$ cat src/rtl/issue_dispatch_buf.sv
// Issue/dispatch buffer: captures one decoded instruction, resolves its
// operands (x0, register file, ROB, CDB snoop), writes ROB bypass values
// for instructions that complete at issue, renames the destination in the
// producer table, and holds the result in a one-entry dispatch register
// with a valid/ready handshake toward the reservation stations.
//
// Ports:
//   clk, rst (sync, active-low), flush
//   dec_*            decoded instruction in, dec_ready handshake out (comb)
//   rs1/rs2_addr     register-file read addresses (comb)
//   rf_*, prod_*, rob_*  operand sources for the addressed registers
//   cdb_*            NUM_CDB packed result buses
//   rs/br/ld_ready   downstream station ready
//   disp_*           registered dispatch entry
//   rob_wr_*         one-cycle ROB bypass write
//   prod_en/rd/tag   one-cycle producer-table update
module issue_dispatch_buf #(
    parameter int unsigned XLEN     = 32,
    parameter int unsigned TAG_W    = 4,
    parameter int unsigned NUM_CDB  = 2,
    parameter int unsigned ALU_OP_W = 4
) (
    input  logic                        clk,
    input  logic                        rst,
    input  logic                        flush,
    input  logic                        dec_valid,
    output logic                        dec_ready,
    input  logic [1:0]                  dec_fu_sel,
    input  logic [2:0]                  dec_op_sel,
    input  logic [XLEN-1:0]             dec_pc,
    input  logic [XLEN-1:0]             dec_imm,
    input  logic [4:0]                  dec_rs1,
    input  logic [4:0]                  dec_rs2,
    input  logic [4:0]                  dec_rd,
    input  logic [ALU_OP_W-1:0]         dec_alu_op,
    input  logic [TAG_W-1:0]            dec_rob_tag,
    output logic [4:0]                  rs1_addr,
    output logic [4:0]                  rs2_addr,
    input  logic [XLEN-1:0]             rf_rs1_value,
    input  logic [XLEN-1:0]             rf_rs2_value,
    input  logic                        prod_rs1_valid,
    input  logic                        prod_rs2_valid,
    input  logic [TAG_W-1:0]            prod_rs1_tag,
    input  logic [TAG_W-1:0]            prod_rs2_tag,
    input  logic                        rob_rs1_valid,
    input  logic                        rob_rs2_valid,
    input  logic [XLEN-1:0]             rob_rs1_value,
    input  logic [XLEN-1:0]             rob_rs2_value,
    input  logic [NUM_CDB-1:0]          cdb_valid,
    input  logic [NUM_CDB*TAG_W-1:0]    cdb_tag,
    input  logic [NUM_CDB*XLEN-1:0]     cdb_value,
    input  logic                        rs_ready,
    input  logic                        br_ready,
    input  logic                        ld_ready,
    output logic                        disp_valid,
    output logic [1:0]                  disp_fu_sel,
    output logic [2:0]                  disp_op_sel,
    output logic [ALU_OP_W-1:0]         disp_alu_op,
    output logic [TAG_W-1:0]            disp_tag,
    output logic [XLEN-1:0]             disp_rs1_value,
    output logic [XLEN-1:0]             disp_rs2_value,
    output logic                        disp_rs1_rdy,
    output logic                        disp_rs2_rdy,
    output logic [TAG_W-1:0]            disp_rs1_q,
    output logic [TAG_W-1:0]            disp_rs2_q,
    output logic [XLEN-1:0]             disp_offset,
    output logic [XLEN-1:0]             disp_pc,
    output logic                        disp_br_comp,
    output logic                        rob_wr_en,
    output logic [XLEN-1:0]             rob_wr_value,
    output logic [4:0]                  rob_wr_dest,
    output logic                        prod_en,
    output logic [4:0]                  prod_rd,
    output logic [TAG_W-1:0]            prod_tag
);

    localparam logic [1:0] FU_NONE   = 2'd0;
    localparam logic [1:0] FU_ALU    = 2'd1;
    localparam logic [1:0] FU_BRANCH = 2'd2;
    localparam logic [1:0] FU_LDST   = 2'd3;

    localparam logic [2:0] OP_IMM    = 3'd0;
    localparam logic [2:0] OP_R      = 3'd1;
    localparam logic [2:0] OP_JAL    = 3'd2;
    localparam logic [2:0] OP_JALR   = 3'd3;
    localparam logic [2:0] OP_BRANCH = 3'd4;
    localparam logic [2:0] OP_LOAD   = 3'd5;
    localparam logic [2:0] OP_STORE  = 3'd6;
    localparam logic [2:0] OP_LUI    = 3'd7;

    typedef struct packed {
        logic             rdy;
        logic [TAG_W-1:0] q;
        logic [XLEN-1:0]  val;
    } opnd_t;

    // Lowest-index valid bus whose tag matches wins.
    function automatic opnd_t cdb_lookup(
        input logic [TAG_W-1:0]         tag,
        input logic [NUM_CDB-1:0]       cv,
        input logic [NUM_CDB*TAG_W-1:0] ct,
        input logic [NUM_CDB*XLEN-1:0]  cval
    );
        opnd_t r;
        r     = '0;
        r.q   = tag;
        for (int i = int'(NUM_CDB) - 1; i >= 0; i--) begin
            if (cv[i] && (ct[i*TAG_W +: TAG_W] == tag)) begin
                r.rdy = 1'b1;
                r.q   = '0;
                r.val = cval[i*XLEN +: XLEN];
            end
        end
        return r;
    endfunction

    // Operand priority: x0, architectural RF, finished ROB entry, CDB, else wait.
    function automatic opnd_t resolve(
        input logic [4:0]               addr,
        input logic                     pv,
        input logic [XLEN-1:0]          rfv,
        input logic [TAG_W-1:0]         ptag,
        input logic                     rv,
        input logic [XLEN-1:0]          robv,
        input logic [NUM_CDB-1:0]       cv,
        input logic [NUM_CDB*TAG_W-1:0] ct,
        input logic [NUM_CDB*XLEN-1:0]  cval
    );
        opnd_t r;
        r = '0;
        if (addr == 5'd0) begin
            r.rdy = 1'b1;
        end else if (pv) begin
            r.rdy = 1'b1;
            r.val = rfv;
        end else if (rv) begin
            r.rdy = 1'b1;
            r.val = robv;
        end else begin
            r = cdb_lookup(ptag, cv, ct, cval);
        end
        return r;
    endfunction

    logic            sel_ready;
    logic            accept;
    logic            capture;
    logic            rs1_checked;
    logic            rs2_checked;
    opnd_t           cap_rs1;
    opnd_t           cap_rs2;
    opnd_t           snp_rs1;
    opnd_t           snp_rs2;
    logic            byp_en;
    logic [XLEN-1:0] byp_value;
    logic            prod_upd;

    // Handshake and RF address path.
    always_comb begin
        sel_ready = 1'b1;
        case (disp_fu_sel)
            FU_ALU:    sel_ready = rs_ready;
            FU_BRANCH: sel_ready = br_ready;
            FU_LDST:   sel_ready = ld_ready;
            default:   sel_ready = 1'b1;
        endcase
        accept    = disp_valid & sel_ready;
        dec_ready = rst & ~flush & (~disp_valid | accept);
        capture   = dec_valid & dec_ready;
        rs1_addr  = rst ? dec_rs1 : 5'd0;
        rs2_addr  = rst ? dec_rs2 : 5'd0;
    end

    // Operand selection for the incoming instruction and snoop for the held one.
    always_comb begin
        rs1_checked = (dec_op_sel != OP_JAL) && (dec_op_sel != OP_LUI);
        rs2_checked = (dec_op_sel == OP_R) || (dec_op_sel == OP_BRANCH) ||
                      (dec_op_sel == OP_STORE);

        cap_rs1 = '0;
        if (rs1_checked) begin
            cap_rs1 = resolve(dec_rs1, prod_rs1_valid, rf_rs1_value, prod_rs1_tag,
                              rob_rs1_valid, rob_rs1_value, cdb_valid, cdb_tag, cdb_value);
        end else begin
            cap_rs1.rdy = 1'b1;
            cap_rs1.val = (dec_op_sel == OP_JAL) ? dec_pc : '0;
        end

        cap_rs2 = '0;
        if (rs2_checked) begin
            cap_rs2 = resolve(dec_rs2, prod_rs2_valid, rf_rs2_value, prod_rs2_tag,
                              rob_rs2_valid, rob_rs2_value, cdb_valid, cdb_tag, cdb_value);
        end else begin
            cap_rs2.rdy = 1'b1;
            cap_rs2.val = dec_imm;
        end

        snp_rs1 = cdb_lookup(disp_rs1_q, cdb_valid, cdb_tag, cdb_value);
        snp_rs2 = cdb_lookup(disp_rs2_q, cdb_valid, cdb_tag, cdb_value);
    end

    // ROB bypass (instructions finished at issue) and producer-table rename.
    always_comb begin
        byp_en   = (dec_fu_sel == FU_NONE) || (dec_op_sel == OP_JAL) ||
                   (dec_op_sel == OP_JALR);
        prod_upd = (dec_rd != 5'd0) && (dec_op_sel != OP_BRANCH) &&
                   (dec_op_sel != OP_STORE);
        case (dec_op_sel)
            OP_JAL, OP_JALR: byp_value = dec_pc + XLEN'(4);
            OP_LUI:          byp_value = dec_imm;
            default:         byp_value = dec_pc + dec_imm;
        endcase
    end

    // Dispatch register.
    always_ff @(posedge clk) begin
        if (!rst) begin
            disp_valid     <= 1'b0;
            disp_fu_sel    <= '0;
            disp_op_sel    <= '0;
            disp_alu_op    <= '0;
            disp_tag       <= '0;
            disp_rs1_value <= '0;
            disp_rs2_value <= '0;
            disp_rs1_rdy   <= 1'b0;
            disp_rs2_rdy   <= 1'b0;
            disp_rs1_q     <= '0;
            disp_rs2_q     <= '0;
            disp_offset    <= '0;
            disp_pc        <= '0;
            disp_br_comp   <= 1'b0;
            rob_wr_en      <= 1'b0;
            rob_wr_value   <= '0;
            rob_wr_dest    <= '0;
            prod_en        <= 1'b0;
            prod_rd        <= '0;
            prod_tag       <= '0;
        end else begin
            rob_wr_en <= 1'b0;
            prod_en   <= 1'b0;
            if (flush) begin
                disp_valid <= 1'b0;
            end else if (capture) begin
                // fu NONE completes entirely through the ROB bypass.
                disp_valid     <= (dec_fu_sel != FU_NONE);
                disp_fu_sel    <= dec_fu_sel;
                disp_op_sel    <= dec_op_sel;
                disp_alu_op    <= dec_alu_op;
                disp_tag       <= dec_rob_tag;
                disp_rs1_value <= cap_rs1.val;
                disp_rs1_rdy   <= cap_rs1.rdy;
                disp_rs1_q     <= cap_rs1.q;
                disp_rs2_value <= cap_rs2.val;
                disp_rs2_rdy   <= cap_rs2.rdy;
                disp_rs2_q     <= cap_rs2.q;
                disp_offset    <= ((dec_op_sel == OP_STORE) || (dec_op_sel == OP_BRANCH))
                                  ? dec_imm : '0;
                disp_pc        <= dec_pc;
                disp_br_comp   <= (dec_op_sel == OP_BRANCH);
                rob_wr_en      <= byp_en;
                if (byp_en) begin
                    rob_wr_value <= byp_value;
                    rob_wr_dest  <= dec_rd;
                end
                prod_en <= prod_upd;
                if (prod_upd) begin
                    prod_rd  <= dec_rd;
                    prod_tag <= dec_rob_tag;
                end
            end else if (accept) begin
                disp_valid <= 1'b0;
            end else if (disp_valid) begin
                // Held entry keeps listening for its missing operands.
                if (!disp_rs1_rdy && snp_rs1.rdy) begin
                    disp_rs1_value <= snp_rs1.val;
                    disp_rs1_rdy   <= 1'b1;
                end
                if (!disp_rs2_rdy && snp_rs2.rdy) begin
                    disp_rs2_value <= snp_rs2.val;
                    disp_rs2_rdy   <= 1'b1;
                end
            end
        end
    end

endmodule

$ cat config.mk
export PLATFORM = sky130hd
export DESIGN_NAME = issue_dispatch_buf
export DESIGN_NICKNAME = d
export VERILOG_FILES = /design/src/rtl/issue_dispatch_buf.sv
export SDC_FILE = /design/constraint.sdc
export NUM_CORES = 1
export LEC_CHECK = 0
export ABC_AREA = 1
export BUFFER_PORTS_ARGS = -buffer_cell sky130_fd_sc_hd__buf_2
export CORE_AREA = 2 2 202 204
export CTS_BUF_LIST = sky130_fd_sc_hd__clkbuf_8
export CTS_CLUSTER_DIAMETER = 100
export CTS_CLUSTER_SIZE = 16
export DETAILED_ROUTE_END_ITERATION = 10
export DIE_AREA = 0 0 204 206
export PLACE_DENSITY = 0.64
export SLEW_MARGIN = 20
export SYNTH_ARGS = -nofsm -noshare
export SYNTH_HDL_FRONTEND = slang
export SYNTH_SLANG_ARGS = --single-unit
$ cat constraint.sdc
create_clock -name clk -period 3.45 [get_ports clk]
set_clock_uncertainty 0.05 [all_clocks]
set_input_delay 0.345 -clock clk [delete_from_list [all_inputs] [get_ports clk]]
set_output_delay 0.345 -clock clk [all_outputs]
set_load 0.01 [all_outputs]
==> results.md <==
- Status: completed
- Largest net degree at the start of global routing: 152
- HPWL after DPL: 69.6 mm
- Data arrival time of the critical path: between 3 and 4 ns
- Port Buf Inserts: between 500 and 600
- Tightest Pin Transition: ~1.1 ns
- Post-route cell area: approximately 19000 um^2
- Crit-path most repeated cell: nand2_1
- Ports: 525
- Power per cell area: 300 nW/um^2
- CTS buffer count: 17
- R2r endpoint: disp_rs1_value[10]$_SDFFE_PN0P_
- GPL Wtd Cong: 1.05
- Ys Warns: 0
- Switching share of power: 38.9%
- Area Growth Syn to Fin: 21.1%
- Total power draw: ~5700 uW
- Slew Viols, Final: 0
- R2R setup slack: 0.83 ns
- Root buffer cell: clkbuf_8
- GRT overflow: 0
- First-pass DRT Iterations: 6
- Vias in the first global route: 19.3k
- Setup violators final: 0
- Syn avg cell area: approximately 5.8 um^2
- Reg2Reg Depth: 13
- Worst Setup Start Kind: input port
- Skew-Pair Late Insertion Delay: just under 0.6 ns
- Sw power: approximately 2200 uW
- #FFs+latches synth: 201
- Internal power: 3480 uW
- Avg Vias per Cell: between 5 and 6
- DP Area: 18500 um^2
- GRT Overall Usage: approximately 40%
- DRT antenna net count: 0
- Leak pwr: between 0.009 and 0.01 uW
- CTS HTree Levels: 1
- # Post-CTS Setup Buffers: 0
- Die area: 42000 um^2
- Rel. slew slack: 25.9%
- Post-synthesis sequential area ratio: between 20% and 30%
- Max stage delay on crit path: 0.83 ns
- Fin nets: approximately 3.5k
- Top cell type's share of synthesized area: 25.6%
- Number of remaining DRC errors: 0
- Die H: 206 um
- Std cell rows: 74
- Area contributors post-synth: dfxtp_1 26%, nand2_1 17%, nand3_1 9.6%
- Clock power frac: 26.4%
- Fmax: about 340 MHz
- Core Region: 40200 um^2
- Post-Syn Area: between 15000 and 20000 um^2
- Max_cap viols: 0
- Worst-case clock buffer depth: 3
- Layout cells sized above 1: 20.4%
- Sinks on Clock Net: 201
- Die width: 204 um
- Final worst slack: 0.519 ns
- Mapped Nets: 3048
- Drt wl/cell: between 20 and 25 um
- Crit end category: flip-flop
- Fin crit share: a little over four fifths
- VDD IR max: 0.334 mV
- Initial Utilization: about two fifths
- Final WL: 89.4 mm
- Setup WS pre-CTS: 0.763 ns
- Comb pwr share: between 30 and 40%
- Most frequent cells in the layout: 707 x nand2_1, 523 x buf_2, 317 x nor2_1
- Slowest CP cell: clkinv_1
- CTS tree: yes
- Gate Count Post-Synth: 2702
- Worst hold path type: in -> reg
- Sequential share of power: 42.3%
- Synth cell types: 46
- CP endpoint: disp_rs2_value[7]$_SDFFE_PN0P_
- First-pass GRT wire length: ~130 mm
- Worst EP required: 3.83 ns
- Area leader, netlist: dfxtp_1
- Worst-path maximum fanout: 32
- Worst Setup SP: dec_op_sel[1]
- Critical path type: in -> reg
- Most common cell after layout, fill and taps aside: nand2_1
- Minimum clock period: 2.93 ns
- Initial antenna violation count: 3
- Final setup TNS: 0 ns
- Final Hold Vio Count: 0
- Via Count: 21.1k
- Reg-to-reg startpoint: disp_rs1_q[3]$_SDFFE_PN0P_
- Reg clk slew, reported paths: 0.12 ns
- RSZ-0062 raised after global routing: false
- DRT iter0 DRCs: approximately 2.6k
- Crit path cell chain: dlygate4sd3_1, buf_2, inv_1, nand2_1, nand2_1, clkinv_1, a21oi_1, nand2_1, nand3_1, a21oi_1
-- Yosys cell counts (all sizes together) --
master	n
a31oi	6
o21a	1
a211oi	36
fa	1
and3	1
o211ai	21
nand3	302
a21oi	294
or2	11
o221ai	1
nor3	60
nor2	327
a22oi	3
o21ba	2
clkinv	2
ha	32
o21ai	179
xnor2	7
nand4	60
inv	238
clkbuf	77
nand2	713
o22ai	15
o21bai	1
xor2	10
nand3b	9
buf	90
dfxtp	201
nor3b	1
nor4	1
-- layer usage --
| metal | vias up | GRT usage [%] | wire (um) |
|---|---|---|---|
| met2 | 1193 | 68.5 | 41400 |
| met1 | 9838 | 49.7 | 34400 |
| met3 | 243 | 6.12 | 7960 |
| met4 | 6 | 21.5 | 5510 |
| li1 | 9801 | - | - |
| met5 | - | 0 | 49 |
-- state kept, by name, summed over array words and instances, names as in the netlist --
| name | cells |
|---|---|
| prod_rd | 5 |
| disp_rs1_rdy | 1 |
| disp_tag | 4 |
| prod_tag | 4 |
| disp_fu_sel | 2 |
| rob_wr_en | 1 |
| disp_br_comp | 1 |
| disp_pc | 32 |
| disp_rs1_q | 4 |
| disp_op_sel | 3 |
| disp_offset | 32 |
| prod_en | 1 |
| disp_rs2_rdy | 1 |
| disp_valid | 1 |
| disp_rs2_q | 4 |
| disp_rs1_value | 32 |
| rob_wr_dest | 5 |
| disp_alu_op | 4 |
| rob_wr_value | 32 |
| disp_rs2_value | 32 |
-- kinds of logic (layout without fill, tap and decap cells) --
group	count (synthesis)	count (layout)	synth area share, %
other cells	0	2	0
simple gates	1485	1485	40.3
xor+xnor	17	17	0.996
fa+ha+maj	33	33	2.68
flops	201	201	25.6
buf+inv	407	844	11.0
compound gates	559	559	19.4
-- worst max-delay path, delay by kind of cell --
family / cells / cell delay (ns)
simple gates: 4 / 0.43
compound gates: 2 / 0.85
buf+inv: 4 / 1.66
-- repair_timing --
| item | CTS | global route |
|---|---|---|
| gates resized for setup | 0 | 0 |
| hold endpoints to repair | 25 | 0 |
| hold buffers | 20 | 0 |
-- worst min path at each step --
stage                                   start                             end  slack, ns  depth (start not counted)
2_1_floorplan                      dec_pc[12]        disp_pc[12]$_SDFFE_PN0P_       0.43                          2
3_3_place_gp      disp_op_sel[1]$_SDFFE_PN0P_     disp_op_sel[1]$_SDFFE_PN0P_       0.40                          2
3_5_place_dp   disp_rs1_value[7]$_SDFFE_PN0P_  disp_rs1_value[7]$_SDFFE_PN0P_       0.40                          2
4_1_cts                       prod_rs2_tag[2]      disp_rs2_q[2]$_SDFFE_PN0P_      0.003                          3
5_1_grt                         dec_op_sel[0]     disp_op_sel[0]$_SDFFE_PN0P_       0.01                          3
6_report                                  rst     disp_op_sel[1]$_SDFFE_PN0P_       0.02                          3
-- metrics by stage --
| step | hold slack [ns] | util (%) | std cells |
|---|---|---|---|
| detailed placement | 0.402 | 46.1 | 3629 |
| floorplan | 0.430 | - | 2702 |
| global route | 0.00975 | 47.3 | 3671 |
| finish | 0.0207 | 47.4 | 3673 |
| CTS | 0.00321 | 47.3 | 3671 |
| global placement | 0.400 | 46.1 | 3629 |
-- final cells by class --
| type | instances | area, um^2 |
|---|---|---|
| fill | 4462 | 21200 |
| multi-input combinational | 2094 | 9980 |
| sequential | 201 | 4020 |
| timing repair buffer | 582 | 3150 |
| inverter | 240 | 901 |
| tap | 532 | 666 |
| clock buffer | 18 | 248 |
| clock inverter | 4 | 57.6 |
| antenna | 2 | 5.00 |
-- power by group through the flow --
| stage | clock network, uW | logic [uW] | registers [uW] |
|---|---|---|---|
| after floorplan | 0 | 881 | 2490 |
| after global placement | 0 | 1710 | 2460 |
| after detailed placement | 0 | 1710 | 2460 |
| after CTS | 1520 | 1740 | 2410 |
| after global routing | 1600 | 1910 | 2420 |
| final | 1510 | 1780 | 2410 |
Note: power is estimated with default switching activity, not from simulation.
